===== src/rtl/mem_arb_pkg.sv =====
// -----------------------------------------------------------------------------
// mem_arb_pkg
// Shared definitions for the memory bus arbiter:
//   - arb_state_t : arbiter FSM states (IDLE, D_BUS, I_BUS)
//   - F3_*        : RV32I funct3 size/sign codes carried on d_op
//   - *_W, LANES  : lane widths of the 32-bit Wishbone data path
//   - word_align  : clears the byte offset of an address
// -----------------------------------------------------------------------------
package mem_arb_pkg;

   typedef enum logic [1:0] {
      IDLE  = 2'd0,
      D_BUS = 2'd1,
      I_BUS = 2'd2
   } arb_state_t;

   localparam logic [2:0] F3_B  = 3'b000;
   localparam logic [2:0] F3_H  = 3'b001;
   localparam logic [2:0] F3_W  = 3'b010;
   localparam logic [2:0] F3_BU = 3'b100;
   localparam logic [2:0] F3_HU = 3'b101;

   localparam int BYTE_W = 8;
   localparam int HALF_W = 16;
   localparam int WORD_W = 32;
   localparam int LANES  = WORD_W / BYTE_W;

   function automatic logic [WORD_W-1:0] word_align(input logic [WORD_W-1:0] addr);
      return {addr[WORD_W-1:2], 2'b00};
   endfunction

endpackage


===== src/rtl/lsu_align.sv =====
// -----------------------------------------------------------------------------
// lsu_align
// Purely combinational lane steering between the core and a 32-bit bus.
//   Store side:
//     i_st_op     funct3 size code of the store
//     i_st_lo     byte offset (addr[1:0])
//     i_st_wdata  unaligned store data from the core
//     o_sel       byte-lane select (0001/0011/1111 shifted by offset, 4 bits)
//     o_st_data   byte/half replicated across all lanes, word passed through
//   Load side:
//     i_ld_op     funct3 size/sign code of the load
//     i_ld_lo     byte offset (addr[1:0])
//     i_ld_raw    raw bus word
//     o_ld_data   selected lane shifted down, sign/zero extended
// -----------------------------------------------------------------------------
module lsu_align
   import mem_arb_pkg::*;
(
   input  logic [2:0]        i_st_op,
   input  logic [1:0]        i_st_lo,
   input  logic [WORD_W-1:0] i_st_wdata,
   output logic [LANES-1:0]  o_sel,
   output logic [WORD_W-1:0] o_st_data,
   input  logic [2:0]        i_ld_op,
   input  logic [1:0]        i_ld_lo,
   input  logic [WORD_W-1:0] i_ld_raw,
   output logic [WORD_W-1:0] o_ld_data
);

   logic [LANES-1:0]  w_mask;
   logic [WORD_W-1:0] w_shifted;
   logic [HALF_W-1:0] w_lane;

   // NOTE: every signal written in an always_comb gets a default on its first
   // line so that no path leaves it unassigned, which would infer a latch.
   always_comb begin
      w_mask    = 4'b1111;
      o_st_data = i_st_wdata;
      case (i_st_op)
         F3_B, F3_BU: begin
            w_mask    = 4'b0001;
            o_st_data = {LANES{i_st_wdata[BYTE_W-1:0]}};
         end
         F3_H, F3_HU: begin
            w_mask    = 4'b0011;
            o_st_data = {2{i_st_wdata[HALF_W-1:0]}};
         end
         default: ;
      endcase
   end

   // Misaligned halves/words simply lose the lanes that fall off the top.
   assign o_sel = w_mask << i_st_lo;

   // Only the low half of the shifted word can ever reach a sub-word result.
   assign w_shifted = i_ld_raw >> {i_ld_lo, 3'b000};
   assign w_lane    = w_shifted[HALF_W-1:0];

   always_comb begin
      o_ld_data = i_ld_raw;
      case (i_ld_op)
         F3_B:    o_ld_data = {{(WORD_W-BYTE_W){w_lane[BYTE_W-1]}}, w_lane[BYTE_W-1:0]};
         F3_BU:   o_ld_data = {{(WORD_W-BYTE_W){1'b0}}, w_lane[BYTE_W-1:0]};
         F3_H:    o_ld_data = {{(WORD_W-HALF_W){w_lane[HALF_W-1]}}, w_lane};
         F3_HU:   o_ld_data = {{(WORD_W-HALF_W){1'b0}}, w_lane};
         default: ;
      endcase
   end

endmodule


===== src/rtl/mem_bus_arbiter.sv =====
// -----------------------------------------------------------------------------
// mem_bus_arbiter
// Shares one Wishbone classic master between the core's instruction-fetch and
// data ports. One transaction outstanding at a time; within a pipeline slot the
// data access goes first (it belongs to the older instruction), then the fetch.
//
// Ports
//   clk, reset_n                 clock, asynchronous active-low reset
//   i_req, i_addr / i_rdata      fetch request, word address / held instruction
//   d_req, d_we, d_op, d_addr,
//   d_wdata / d_rdata            data request / held, extended load result
//   stall                        high while a request of this slot is unserved
//   wb_cyc_o, wb_stb_o, wb_we_o,
//   wb_sel_o, wb_adr_o, wb_dat_o Wishbone master outputs
//   wb_dat_i, wb_ack_i           Wishbone slave response
//   bus_err                      one-cycle pulse when a transaction times out
//
// Configuration
//   ARB_TIMEOUT_EN  defined: a transaction with no ack after TIMEOUT_CYCLES bus
//                   cycles is abandoned, completes with a zero result and
//                   pulses bus_err. Undefined: wait for ack forever.
// -----------------------------------------------------------------------------
module mem_bus_arbiter
   import mem_arb_pkg::*;
#(
   parameter int unsigned TIMEOUT_CYCLES = 16
) (
   input  logic              clk,
   input  logic              reset_n,
   input  logic              i_req,
   input  logic [WORD_W-1:0] i_addr,
   output logic [WORD_W-1:0] i_rdata,
   input  logic              d_req,
   input  logic              d_we,
   input  logic [2:0]        d_op,
   input  logic [WORD_W-1:0] d_addr,
   input  logic [WORD_W-1:0] d_wdata,
   output logic [WORD_W-1:0] d_rdata,
   output logic              stall,
   output logic              wb_cyc_o,
   output logic              wb_stb_o,
   output logic              wb_we_o,
   output logic [LANES-1:0]  wb_sel_o,
   output logic [WORD_W-1:0] wb_adr_o,
   output logic [WORD_W-1:0] wb_dat_o,
   input  logic [WORD_W-1:0] wb_dat_i,
   input  logic              wb_ack_i,
   output logic              bus_err
);

   arb_state_t        r_state;
   arb_state_t        w_next_state;

   logic              r_d_done;
   logic              r_i_done;
   logic              r_discard;
   logic              r_we;
   logic [LANES-1:0]  r_sel;
   logic [WORD_W-1:0] r_adr;
   logic [WORD_W-1:0] r_dat;
   logic [2:0]        r_ld_op;
   logic [1:0]        r_ld_lo;
   logic [WORD_W-1:0] r_i_rdata;
   logic [WORD_W-1:0] r_d_rdata;

   logic              w_busy;
   logic              w_start_d;
   logic              w_start_i;
   logic              w_done;
   logic              w_keep;
   logic              w_stall_raw;
   logic              w_advance;
   logic              w_timeout;
   logic [LANES-1:0]  w_sel;
   logic [WORD_W-1:0] w_st_data;
   logic [WORD_W-1:0] w_ld_data;

   lsu_align u_lsu_align (
      .i_st_op    (d_op),
      .i_st_lo    (d_addr[1:0]),
      .i_st_wdata (d_wdata),
      .o_sel      (w_sel),
      .o_st_data  (w_st_data),
      .i_ld_op    (r_ld_op),
      .i_ld_lo    (r_ld_lo),
      .i_ld_raw   (wb_dat_i),
      .o_ld_data  (w_ld_data)
   );

   assign w_busy = (r_state != IDLE);
   assign w_done = w_busy & (wb_ack_i | w_timeout);

   // Stall is gated by reset so the pipeline sees a quiet arbiter while
   // reset_n is low, even if the core still holds a request.
   assign w_stall_raw = (d_req & ~r_d_done) | (i_req & ~r_i_done);
   assign stall       = reset_n & w_stall_raw;

   // Slot advance: the core moves on at this edge, so the served flags clear.
   assign w_advance = ~w_stall_raw & (r_d_done | r_i_done);

   // A response only counts if it still belongs to the slot that issued it.
   assign w_keep = w_done & ~r_discard & ~w_advance;

   // ---------------------------------------------------------------- FSM ----
   // NOTE: sequential state uses non-blocking assignments so every flop samples
   // the pre-edge values, independent of statement order between blocks.
   always_ff @(posedge clk or negedge reset_n) begin
      if (!reset_n) r_state <= IDLE;
      else          r_state <= w_next_state;
   end

   always_comb begin
      w_next_state = r_state;
      w_start_d    = 1'b0;
      w_start_i    = 1'b0;
      case (r_state)
         IDLE: begin
            if (d_req && !r_d_done) begin
               w_next_state = D_BUS;
               w_start_d    = 1'b1;
            end else if (i_req && !r_i_done) begin
               w_next_state = I_BUS;
               w_start_i    = 1'b1;
            end
         end
         D_BUS, I_BUS: begin
            if (wb_ack_i || w_timeout) w_next_state = IDLE;
         end
         default: w_next_state = IDLE;
      endcase
   end

   // ------------------------------------------------ request / response ----
   always_ff @(posedge clk or negedge reset_n) begin
      if (!reset_n) begin
         r_d_done  <= 1'b0;
         r_i_done  <= 1'b0;
         r_discard <= 1'b0;
         r_we      <= 1'b0;
         r_sel     <= '0;
         r_adr     <= '0;
         r_dat     <= '0;
         r_ld_op   <= F3_W;
         r_ld_lo   <= 2'b00;
         r_i_rdata <= '0;
         r_d_rdata <= '0;
      end else begin
         // Bus outputs are latched once at issue and held until completion.
         if (w_start_d) begin
            r_adr     <= word_align(d_addr);
            r_we      <= d_we;
            r_sel     <= w_sel;
            r_dat     <= d_we ? w_st_data : '0;
            r_ld_op   <= d_op;
            r_ld_lo   <= d_addr[1:0];
            r_discard <= 1'b0;
         end else if (w_start_i) begin
            r_adr     <= word_align(i_addr);
            r_we      <= 1'b0;
            r_sel     <= '1;
            r_dat     <= '0;
            r_discard <= 1'b0;
         end else if (w_busy && w_advance) begin
            r_discard <= 1'b1;
         end

         if (w_advance) begin
            r_d_done <= 1'b0;
            r_i_done <= 1'b0;
         end else if (w_keep) begin
            if (r_state == D_BUS) r_d_done <= 1'b1;
            else                  r_i_done <= 1'b1;
         end

         if (w_keep && r_state == D_BUS && !r_we)
            r_d_rdata <= w_timeout ? '0 : w_ld_data;
         if (w_keep && r_state == I_BUS)
            r_i_rdata <= w_timeout ? '0 : wb_dat_i;
      end
   end

   // ------------------------------------------------------------ timeout ----
`ifdef ARB_TIMEOUT_EN
   localparam int TMO_W = $clog2(TIMEOUT_CYCLES) + 1;

   logic [TMO_W-1:0] r_tmo_cnt;
   logic             r_bus_err;

   // Counter is zero in the first bus cycle, so the abort edge ends cycle
   // number TIMEOUT_CYCLES of the transaction.
   assign w_timeout = w_busy & ~wb_ack_i & (r_tmo_cnt == TMO_W'(TIMEOUT_CYCLES - 1));

   always_ff @(posedge clk or negedge reset_n) begin
      if (!reset_n) begin
         r_tmo_cnt <= '0;
         r_bus_err <= 1'b0;
      end else begin
         r_tmo_cnt <= w_busy ? r_tmo_cnt + 1'b1 : '0;
         r_bus_err <= w_timeout;
      end
   end

   assign bus_err = r_bus_err;
`else
   logic w_unused_tmo;

   assign w_timeout    = 1'b0;
   assign bus_err      = 1'b0;
   assign w_unused_tmo = ^TIMEOUT_CYCLES;
`endif

   // ------------------------------------------------------------ outputs ----
   assign wb_cyc_o = w_busy;
   assign wb_stb_o = w_busy;
   assign wb_we_o  = r_we;
   assign wb_sel_o = r_sel;
   assign wb_adr_o = r_adr;
   assign wb_dat_o = r_dat;
   assign i_rdata  = r_i_rdata;
   assign d_rdata  = r_d_rdata;

endmodule


===== config.mk =====
export PLATFORM = sky130hd
export DESIGN_NAME = mem_bus_arbiter
export DESIGN_NICKNAME = d
export VERILOG_FILES = /design/src/rtl/mem_arb_pkg.sv /design/src/rtl/lsu_align.sv /design/src/rtl/mem_bus_arbiter.sv
export SDC_FILE = /design/constraint.sdc
export NUM_CORES = 1
export LEC_CHECK = 0
export CAP_MARGIN = 20
export CORE_MARGIN = 2
export CORE_UTILIZATION = 44
export CTS_BUF_LIST = sky130_fd_sc_hd__clkbuf_8
export DETAILED_ROUTE_END_ITERATION = 16
export PLACE_DENSITY = 0.83
export SYNTH_ARGS = -nofsm -noshare
export SYNTH_HDL_FRONTEND = slang
export SYNTH_SLANG_ARGS = --single-unit

===== constraint.sdc =====
create_clock -name clk -period 2.5 [get_ports clk]
set_clock_uncertainty 0.15 [all_clocks]
set_input_delay 0.25 -clock clk [delete_from_list [all_inputs] [get_ports clk]]
set_output_delay 0.25 -clock clk [all_outputs]
set_load 0.02 [all_outputs]

Word-level counts from Yosys, hierarchy flattened
Cells that the tools add are included.
{"block": "word_totals", "output_inout_bits": 137, "register_bits": 143}
{"block": "op_classes", "muxes": 30, "bitwise_logic": 14, "n_shift": 2, "n_reduce_logical": 23, "n_eq_ne": 11}
{"op": "32-bit 2-to-1 mux", "n": 5}
{"op": "32-bit one-hot mux with 4 select lines", "n": 1}
{"op": "32-bit one-hot mux with 2 select lines", "n": 1}
{"op": "32-bit by 5-bit >> shifter with 16-bit output", "n": 1}
{"op": "1-bit 2-to-1 mux", "n": 16}
{"op": "3-bit == test, second input constant", "n": 4}
{"op": "4-bit 2-to-1 mux", "n": 2}
{"op": "4-bit one-hot mux with 2 select lines", "n": 1}
{"op": "2-bit nonzero test", "n": 4}
{"op": "1-bit bitwise AND", "n": 7}
{"op": "3-bit by 1-bit == test with 1-bit output, second input constant", "n": 2}
{"op": "1-bit logical AND", "n": 6}
{"op": "3-bit zero test", "n": 2}
{"op": "2-bit 2-to-1 mux", "n": 3}
{"op": "2-bit AND reduction", "n": 3}
{"op": "2-bit OR reduction", "n": 3}
{"op": "1-bit NOT", "n": 5}
{"op": "2-bit != test, second input constant", "n": 2}
{"op": "2-bit one-hot mux with 2 select lines", "n": 1}
{"op": "4-bit by 2-bit << shifter with 4-bit output", "n": 1}
{"op": "1-bit zero test", "n": 3}
{"op": "3-bit != test, second input constant", "n": 1}
{"op": "3-bit nonzero test", "n": 1}
{"op": "2-bit by 1-bit == test with 1-bit output, second input constant", "n": 1}
{"op": "other kinds (3)", "n": 4}

Longest topological paths before layout
Gate-level depths: netlist of the first run.
{"block": "logic_depth", "ltp_word": 9, "depth_mapped": 8, "ltp_nobuf": 6}

By module
A second synthesis of the first run with hierarchy kept.
{"block": "hier_totals", "cells_unflattened": 586, "area_unflattened_um2": 6837.8}
{"module": "mem_bus_arbiter", "cells_each": 415, "seq_area_each_um2": 3529.6, "area_per_inst_um2": 5640.4, "n_inst": 1}
{"module": "lsu_align", "cells_each": 171, "seq_area_each_um2": 0.0, "area_per_inst_um2": 1197.4, "n_inst": 1}

Worst setup path after synthesis of the first run
OpenSTA, ideal clock, no wires.
{"block": "synth_timing", "path_kind": "register to register", "start": "register r_state[0]", "end": "register r_d_rdata[20] (netlist: d_rdata[20])", "period_less_slack_ns": 2.198, "setup_time_ns": 0.121, "arrival_ns": 1.927, "required_ns": 2.229, "setup_slack_ns": 0.302, "path_stages_with_launch": 8, "path_cell_list": "dfrtp_1 -> inv_1 -> ha_1 -> or3b_4 -> a2111o_1 -> a31oi_4 -> buf_6 -> a21oi_1"}
{"block": "synth_between", "elab_chain_len": 6}
{"item": "from (decl)", "line_no": "mem_bus_arbiter.sv:51", "text": "arb_state_t r_state;"}
{"item": "from (signal assigned)", "line_no": "mem_bus_arbiter.sv:109", "text": "else r_state <= w_next_state;"}
{"item": "2-bit nonzero test", "line_no": "mem_bus_arbiter.sv:90", "text": "assign w_busy = (r_state != IDLE);"}
{"item": "1-bit bitwise AND", "line_no": "mem_bus_arbiter.sv:91", "text": "assign w_done = w_busy & (wb_ack_i | w_timeout);"}
{"item": "1-bit bitwise AND (2 in series)", "line_no": "mem_bus_arbiter.sv:102", "text": "assign w_keep = w_done & ~r_discard & ~w_advance;"}
{"item": "1-bit logical AND * (2 in series)", "line_no": "mem_bus_arbiter.sv:175", "text": "if (w_keep && r_state == D_BUS && !r_we)"}
{"item": "to (signal assigned)", "line_no": "mem_bus_arbiter.sv:176", "text": "r_d_rdata <= w_timeout ? '0 : w_ld_data;"}
{"item": "to (decl)", "line_no": "mem_bus_arbiter.sv:64", "text": "logic [WORD_W-1:0] r_d_rdata;"}
Mark *: on every way between the ends. The rest lies on a longest branch, timed or not.
A chain may end at the register's enable or synchronous reset.

Worst setup path after layout of the first run
{"block": "layout_timing", "start": "register r_state[0]", "end": "register r_d_rdata[22] (netlist: d_rdata[22])"}
Same word-level chain as after synthesis.

==> results of run 1 <==
==> layout make-up <==
type | count | area (um^2)
clock buffers | 23 | 317
well taps | 184 | 230
repair buffers | 289 | 2910
fillers | 1148 | 4660
multi-input cells | 439 | 2690
inverters | 7 | 26.3
flip-flops and latches | 141 | 3530
clock inverters | 8 | 66.3
==> power by group through the flow <==
stage               sequential [W]  combinational, W  clock (W)
finish                     0.00408           0.00645    0.00175
global route               0.00421           0.00688    0.00189
CTS                        0.00408           0.00649    0.00179
detailed placement         0.00410           0.00644          0
global placement           0.00405           0.00632          0
floorplan                  0.00520           0.00223          0
==> sequential cells by signal, summed over array words and instances, names as in the netlist <==
name       flops
r_d_done       1
r_state        2
wb_dat_o      32
i_rdata       32
r_ld_lo        2
wb_adr_o      30
wb_sel_o       4
wb_we_o        1
r_discard      1
r_i_done       1
d_rdata       32
r_ld_op        3
==> synth_stat cells, types with 9 or more instances <==
| cell type | n | area, um^2 |
|---|---|---|
| a21oi_1 | 59 | 295 |
| nand2_1 | 73 | 274 |
| nor2_1 | 61 | 229 |
| nand2b_1 | 10 | 62.6 |
| mux2i_1 | 14 | 140 |
| nor2b_1 | 22 | 138 |
| o22ai_1 | 35 | 219 |
| o21ai_0 | 52 | 260 |
| a22o_1 | 9 | 78.8 |
| clkbuf_1 | 30 | 113 |
| dfrtp_1 | 140 | 3500 |
| mux2_2 | 42 | 473 |
| buf_2 | 9 | 45.0 |
| a22oi_1 | 11 | 82.6 |
==> through the flow <==
| stage | hold slack, ns | instances |
|---|---|---|
| final | 0.272 | 1091 |
| after global routing | 0.260 | 1091 |
| after CTS | 0.241 | 1091 |
| after detailed placement | 0.320 | 1059 |
| after global placement | 0.310 | 1059 |
| after floorplan | -0.196 | 634 |
==> what timing repair did <==
action	in CTS	in global routing
endpoints found under the hold margin	140	0
resized for setup	5	1
hold buffers	1	0
setup endpoints to repair	2	1
==> layer usage <==
metal  wire length, um  part of all wire (%)  up-vias  track usage [%]
li1                  -                     -     2750                -
met1              8070                    42     2783             31.6
met2              9340                    48      230             40.1
met3              1310                   6.8       47             6.55
met4               684                   3.5        0             10.8
met5                 0                     0        -                0
==> worst paths after layout <==
path	startpoint	to	slack, ns	cells after the start
setup / recovery	r_state[0]	d_rdata[22]	0.15	7
hold / removal	d_wdata[26]	wb_dat_o[26]	0.27	3
setup reg to reg	r_state[0]	d_rdata[22]	0.15	7
hold reg to reg	wb_dat_o[19]	wb_dat_o[19]	0.33	2
max in group asynchronous	reset_n	d_rdata[19]	1.27	3
min in group asynchronous	reset_n	d_rdata[17]	0.41	3
==> kinds of logic (layout without fill, tap and decap cells) <==
kind of cell / Yosys count / after routing / share of synthesized area, %
DFF: 141 / 141 / 54.8
muxes: 59 / 59 / 10.1
buffers and inverters: 54 / 327 / 3.67
and+or+nand+nor: 185 / 185 / 12.8
adders and majority gates: 3 / 3 / 0.583
xor gates and xnor gates: 1 / 1 / 0.136
AOI/OAI and AO/OA: 188 / 188 / 17.8
other: 1 / 3 / 0.0583
==> worst min-delay path, delay by kind of cell <==
kind	cells	cell delay, ns
simple gates	1	0.10
buf+inv	1	0.40
compound gates	1	0.07
==> flow_summary.toml, run 1 <==
[synthesis]
seq_area_frac_synth_pct = 54.8
synth_edf_count = 0
dominantRegCellSynth = "dfrtp_1"
async_flop_share_pct = 100
synth_area_mm2 = 0.00644
syn_inst = 632
ys.warnings.count = 0
synth_cell_types = 46
yosys_register_bits = 141
postSynthAreaPerCell_um2 = 10.2

[cts]
h-tree-depth = 4
root_buffer = "clkbuf_8"
postCtsSetupRepairBufs = 0
cts.sinks = 141
insertion_delay_ns = 0.44
cts_buffers = 17
cts_tree = "built"
clock_path_buffers = 2
cts.clk_slew.worst_paths_ns = 0.07

[global_route]
grt_max_degree = 142
antenna_found_initial = 0
grt_pass1_wl_um = 30700
grt_use_total_pct = 24.8
grt_pass1_vias = 5784
overflow = 0

[route]
route.antenna.remaining_nets = 0
drc_errors = 0
drtIter0Drc = 243
wl_per_cell_um = 17.8
num_vias = 5810
firstDrtPassIters = 5
viasPerCell = 5.33
drt_wl_total_um = 19400

[hold_path]
hold_path.class = "in2reg"

[cells_and_area]
fin_nets = 1035
syn2layout_area_growth_pct = 51.7
design_area_mm2 = 0.00976
final_util_pct = 67.7
n_antenna_cell = 0
drive_gt1_share_pct = 10.8
mostFrequentLayoutCells = "clkdlybuf4s50_1 (264), dfrtp_1 (140), nand2_1 (73)"
layout_commonest_cell = "clkdlybuf4s50_1"

[place]
gp_congestion = 0.832
io_buffers = 268
pre_cts_slack_ns = 0.168
dpl_cell_area_mm2 = 0.00936
place.detailed.hpwl_um = 14000

[floorplanning]
die_x_um = 125
die_h_um = 125
fp.dieArea_mm2 = 0.0156
start_util_pct = 44.6
rows = 44
coreArea_mm2 = 0.0144
io_pins = 274

[power_and_ir_drop]
power_w = 0.0123
seqPwrFrac_pct = 33.2
p_leak_nw = 4.12
p_int_w = 0.00732
swShare_pct = 40.3
power_switching_w = 0.00495
clkPwrFrac_pct = 14.3
vdd_ir_drop_max_uv = 670
power_density_mw_per_mm2 = 1260
comb_power_share_pct = 52.5

[sta]
worst_pin_slew_ns = 0.733
final.min_clock_period_ns = 2.35
setup-violations-final = 0
relSlewSlack_pct = 51.1
grt_setup_unrepaired = "false"
worst_slack_ns = 0.147
hold_viol_final = 0
fin_tns_setup_ns = 0
timing.final.crit_share_pct = 94.1
slew_viol_final = 0
fmax_mhz = 425

[setup_path]
cp.arrival_ns = 2.52
path_delay_family = "compound AO/OA/AOI/OAI gates"
crit_path_max_incr_delay_ns = 0.44
crit_chain = "inv_1 -> ha_1 -> or3b_4 -> a2111o_1 -> a31oi_4 -> buf_12 -> a21oi_1"
cp-end-kind = "register"
start_kind = "register"
slowest_stage = "or3b_4"
path_buf_inv = 2
worstSetupPathType = "reg2reg"
critical_path_required_ns = 2.67
crit_path_max_fanout = 16

[flow_run]
drv_cap = 0

[run_status]
status = "finished clean"
Power figures use the tool's default switching activity.
==> inputs of run 2 (changes only) <==
CORE_UTILIZATION = 25   (was 44)
CTS_CLUSTER_DIAMETER = 120   (was unset)
GPL_ROUTABILITY_DRIVEN = 0   (was unset)
PLACE_DENSITY = 0.52   (was 0.83)
==> flow_summary.toml, run 2 (synthesis gave the netlist of run 1 again) <==
[global_route]
grt_use_total_pct = 15.8
antenna_found_initial = 1
overflow = 0
grt_pass1_wl_um = 32500
grt_max_degree = 142
grt_pass1_vias = 5629

[cells_and_area]
fin_nets = 1037
drive_gt1_share_pct = 11.4
syn2layout_area_growth_pct = 54.8
mostFrequentLayoutCells = "clkdlybuf4s50_1 (264), dfrtp_1 (140), nand2_1 (73)"
layout_commonest_cell = "clkdlybuf4s50_1"

[cts]
root_buffer = "clkbuf_8"
cts_buffers = 17
h-tree-depth = 4
cts.clk_slew.worst_paths_ns = 0.09
clock_path_buffers = 2
cts_tree = "built"
insertion_delay_ns = 0.45
cts.sinks = 141

[place]
io_buffers = 268
place.detailed.hpwl_um = 15600
pre_cts_slack_ns = 0.199

[sta]
final.min_clock_period_ns = 2.28
slew_viol_final = 0
fin_tns_setup_ns = 0
relSlewSlack_pct = 48.0
timing.final.crit_share_pct = 91.2
setup-violations-final = 0
grt_setup_unrepaired = "false"
hold_viol_final = 0
fmax_mhz = 438
worst_pin_slew_ns = 0.780
worst_slack_ns = 0.219

[setup_path]
crit_path_max_fanout = 21
worstSetupPathType = "reg2out"
cp-end-kind = "output pin"
start_kind = "register"
cp.arrival_ns = 1.88
critical_path_required_ns = 2.10

[power_and_ir_drop]
power_density_mw_per_mm2 = 1250
swShare_pct = 41.2
power_switching_w = 0.00512
p_int_w = 0.00730
seqPwrFrac_pct = 32.5
power_w = 0.0124
clkPwrFrac_pct = 15.1
vdd_ir_drop_max_uv = 405
comb_power_share_pct = 52.4
p_leak_nw = 4.12

[route]
drtIter0Drc = 417
wl_per_cell_um = 17.5
viasPerCell = 4.53
route.antenna.remaining_nets = 0
firstDrtPassIters = 5
drc_errors = 0
num_vias = 5617
drt_wl_total_um = 21700

[floorplanning]
start_util_pct = 25.5
die_x_um = 164
io_pins = 274
die_h_um = 164
coreArea_mm2 = 0.0253
rows = 58
fp.dieArea_mm2 = 0.0270

[run_status]
status = "finished clean"

[hold_path]
hold_path.class = "in2reg"

[flow_run]
drv_cap = 0
-- run 2: changes by cell type in the layout (fill, tap and decap cells not counted), moves of 2 or more --
cell      previous run  this run
inv_6                0         2
buf_4               15        18
clkinv_4             0         4
inv_1               10         7
clkbuf_8            23        18
-- run 2: path summary, 6_finish.rpt --
kind / slack [ns] / to / from / cells past startpoint
setup reg to reg: 0.27 / d_rdata[6] / r_state[0] / 7
setup / recovery: 0.22 / wb_cyc_o / r_state[0] / 5
hold reg to reg: 0.33 / wb_dat_o[26] / wb_dat_o[26] / 2
hold / removal: 0.24 / wb_dat_o[30] / d_wdata[30] / 3
min in group asynchronous: 0.46 / wb_sel_o[1] / reset_n / 3
max in group asynchronous: 1.19 / i_rdata[11] / reset_n / 3
-- run 2: power groups by stage --
stage / clock, W / combinational, W / sequential, W
2_1_floorplan: 0 / 0.00223 / 0.00520
3_3_place_gp: 0 / 0.00659 / 0.00405
3_5_place_dp: 0 / 0.00661 / 0.00407
4_1_cts: 0.00196 / 0.00661 / 0.00405
5_1_grt: 0.00204 / 0.00702 / 0.00418
6_report: 0.00187 / 0.00652 / 0.00404
-- run 2: layer usage --
metal	routed length (um)	share of wire (%)	up-vias	GRT usage (%)
met5	0	0	-	0
met4	230	1.1	0	4.82
met3	1540	7.1	13	4.70
met2	10300	48	175	25.6
met1	9590	44	2675	20.4
li1	-	-	2754	-
-- run 2: per-stage QoR --
stage / util [%] / area (um^2) / std cells / hold slack (ns)
2_1_floorplan: - / 6440 / 634 / -0.196
3_3_place_gp: 37.8 / 9560 / 1207 / 0.310
3_5_place_dp: 37.8 / 9560 / 1207 / 0.320
4_1_cts: 39.4 / 9960 / 1239 / 0.211
5_1_grt: 39.4 / 9960 / 1240 / 0.237
6_report: 39.4 / 9960 / 1240 / 0.239
-- run 2: area by class of cell --
| cell class | instances | area, um^2 |
|---|---|---|
| flip-flops and latches | 141 | 3530 |
| inverters | 7 | 26.3 |
| diodes | 1 | 2.50 |
| multi-input cells | 439 | 2690 |
| repair buffers | 291 | 2910 |
| clock buffers | 18 | 248 |
| clock inverters | 13 | 143 |
| well taps | 330 | 413 |
| fillers | 2519 | 15300 |
-- run 2: worst max-delay path: stages (launching register included) --
cell           delay, ns
dfrtp_1             0.40
inv_1               0.11
ha_1                0.19
buf_4               0.26
inv_1               0.13
dlygate4sd2_1       0.34
-- run 2: what timing repair did --
action | in CTS | in global routing
endpoints found under the setup margin | 2 | 1
hold buffers | 1 | 0
endpoints found under the hold margin | 140 | 0
gates resized for setup | 2 | 1
buffers inserted | 0 | 0
==> inputs of run 3 (changes only) <==
DONT_BUFFER_PORTS = 1   (was unset)
GPL_TIMING_DRIVEN = 0   (was unset)
PLACE_DENSITY = 0.38   (was 0.52)
==> flow_summary.toml, run 3 (synthesis gave the netlist of run 1 again) <==
[setup_path]
crit_end = "d_rdata[20]"
reg2reg_to = "d_rdata[20]"
reg2reg_slack_ns = 0.09
crit_chain = "inv_1 -> ha_4 -> or3b_4 -> a2111o_1 -> a31oi_4 -> buf_4 -> a21oi_1"
slowest_stage = "a2111o_1"
cp.arrival_ns = 2.60
crit_path_max_incr_delay_ns = 0.49
cp-end-kind = "register"
start_kind = "register"
critical_path_required_ns = 2.69
worstSetupPathType = "reg2reg"
crit_path_max_fanout = 6
reg2reg_from = "r_state[1]"
reg2reg_depth = 7
worstSetupStartpoint = "r_state[1]"

[sta]
worst_slack_ns = 0.0911
grt_setup_unrepaired = "true"
relSlewSlack_pct = 51.6
fin_hold_ws_ns = -0.662
timing.final.crit_share_pct = 96.4
slew_viol_final = 0
worst_pin_slew_ns = 0.726
setup-violations-final = 0
fmax_mhz = 415
final.min_clock_period_ns = 2.41
hold_viol_final = 141
fin_tns_setup_ns = 0

[route]
viasPerCell = 4.87
drt_wl_total_um = 23200
drc_errors = 0
route.antenna.remaining_nets = 0
firstDrtPassIters = 5
drtIter0Drc = 234
num_vias = 5527
wl_per_cell_um = 20.4

[global_route]
antenna_found_initial = 1
grt_use_total_pct = 16.8
grt_max_degree = 143
overflow = 0
grt_pass1_wl_um = 33700
grt_pass1_vias = 5645

[cells_and_area]
final_util_pct = 34.2
multi_input_area_mm2 = 0.00272
layout_commonest_cell = "dfrtp_1"
drive_gt1_share_pct = 13.6
fill_cells = 2567
seqCellArea_mm2 = 0.00353
syn2layout_area_growth_pct = 34.4
fin_nets = 930
mostFrequentLayoutCells = "dfrtp_1 (140), dlygate4sd3_1 (129), nand2_1 (73)"

[floorplanning]
io_pins = 274
fp.dieArea_mm2 = 0.0270
die_x_um = 164
coreArea_mm2 = 0.0253
die_h_um = 164
start_util_pct = 25.5
rows = 58

[place]
pre_cts_slack_ns = -0.319
io_buffers = 0
place.detailed.hpwl_um = 15900

[power_and_ir_drop]
power_w = 0.0106
p_leak_nw = 3.64
power_density_mw_per_mm2 = 1220
vdd_ir_drop_max_uv = 369

[cts]
root_buffer = "clkbuf_8"
clock_path_buffers = 2
insertion_delay_ns = 0.45
cts_tree = "built"
cts_buffers = 17
cts.clk_slew.worst_paths_ns = 0.09
ctsHoldBuffers = 129
h-tree-depth = 4
cts.sinks = 141

[run_status]
status = "finished with violations"
violations = "negative hold slack"

[hold_path]
hold_path.class = "in2async"

[flow_run]
drv_cap = 0
[run 3: cell types whose count changed in the layout (fill, tap and decap cells not counted), sizes merged, moves of 2 or more]
| cell | delta |
|---|---|
| buf | +3 |
| clkbuf | +29 |
| clkdlybuf4s50 | -264 |
| clkinv | -2 |
| clkinvlp | +2 |
| dlygate4sd2 | -2 |
| dlygate4sd3 | +128 |
[run 3: power breakdown]
| part | internal [W] | leakage (nW) | total (W) | switching (W) |
|---|---|---|---|---|
| registers | 0.00336 | 1.71 | 0.00553 | 0.00217 |
| clock network | 0.000912 | 0.193 | 0.00188 | 0.000970 |
| logic | 0.00133 | 1.74 | 0.00314 | 0.00181 |
[run 3: layout make-up]
class                      count  share of cell area, %
multi-input combinational    439                   31.4
inverter                       7                  0.304
tap                          330                   4.77
timing repair buffer         137                   15.6
sequential                   141                   40.8
antenna                        1                 0.0289
buffer                        47                   2.49
clock inverter                14                   1.66
clock buffer                  18                   2.86
[run 3: layer usage]
metal / vias up / global-route usage, % / routed length (um)
li1: 2540 / - / -
met1: 2741 / 20.8 / 9640
met2: 221 / 27.3 / 11200
met3: 25 / 6.08 / 1960
met4: 0 / 5.18 / 397
met5: - / 0 / 0
[run 3: worst min-delay path by stage]
stage | to | cells after the start
after floorplan | d_rdata[0] | 0
final | i_rdata[19] | 0
after detailed placement | i_rdata[18] | 0
after global placement | i_rdata[19] | 0
after global routing | i_rdata[19] | 0
after CTS | i_rdata[18] | 0
[run 3: through the flow]
step | cells | area (um^2)
3_3_place_gp | 964 | 6860
2_1_floorplan | 634 | 6440
3_5_place_dp | 964 | 6860
5_1_grt | 1134 | 8650
4_1_cts | 1128 | 8590
6_report | 1134 | 8650
[run 3: worst max-delay path: cells and delay by family (launching register included)]
family          cells  cell delay, ns
simple gates        1            0.42
flops               1            0.38
buf+inv             2            0.29
fa+ha+maj           1            0.17
compound gates      3            0.88
[run 3: repair_timing]
action	4_1_cts	5_1_grt
endpoints found under the setup margin	84	63
pin swaps	1	2
gates resized for setup	7	9
hold endpoints to repair	277	141
buffers inserted	3	4
gates cloned	0	1
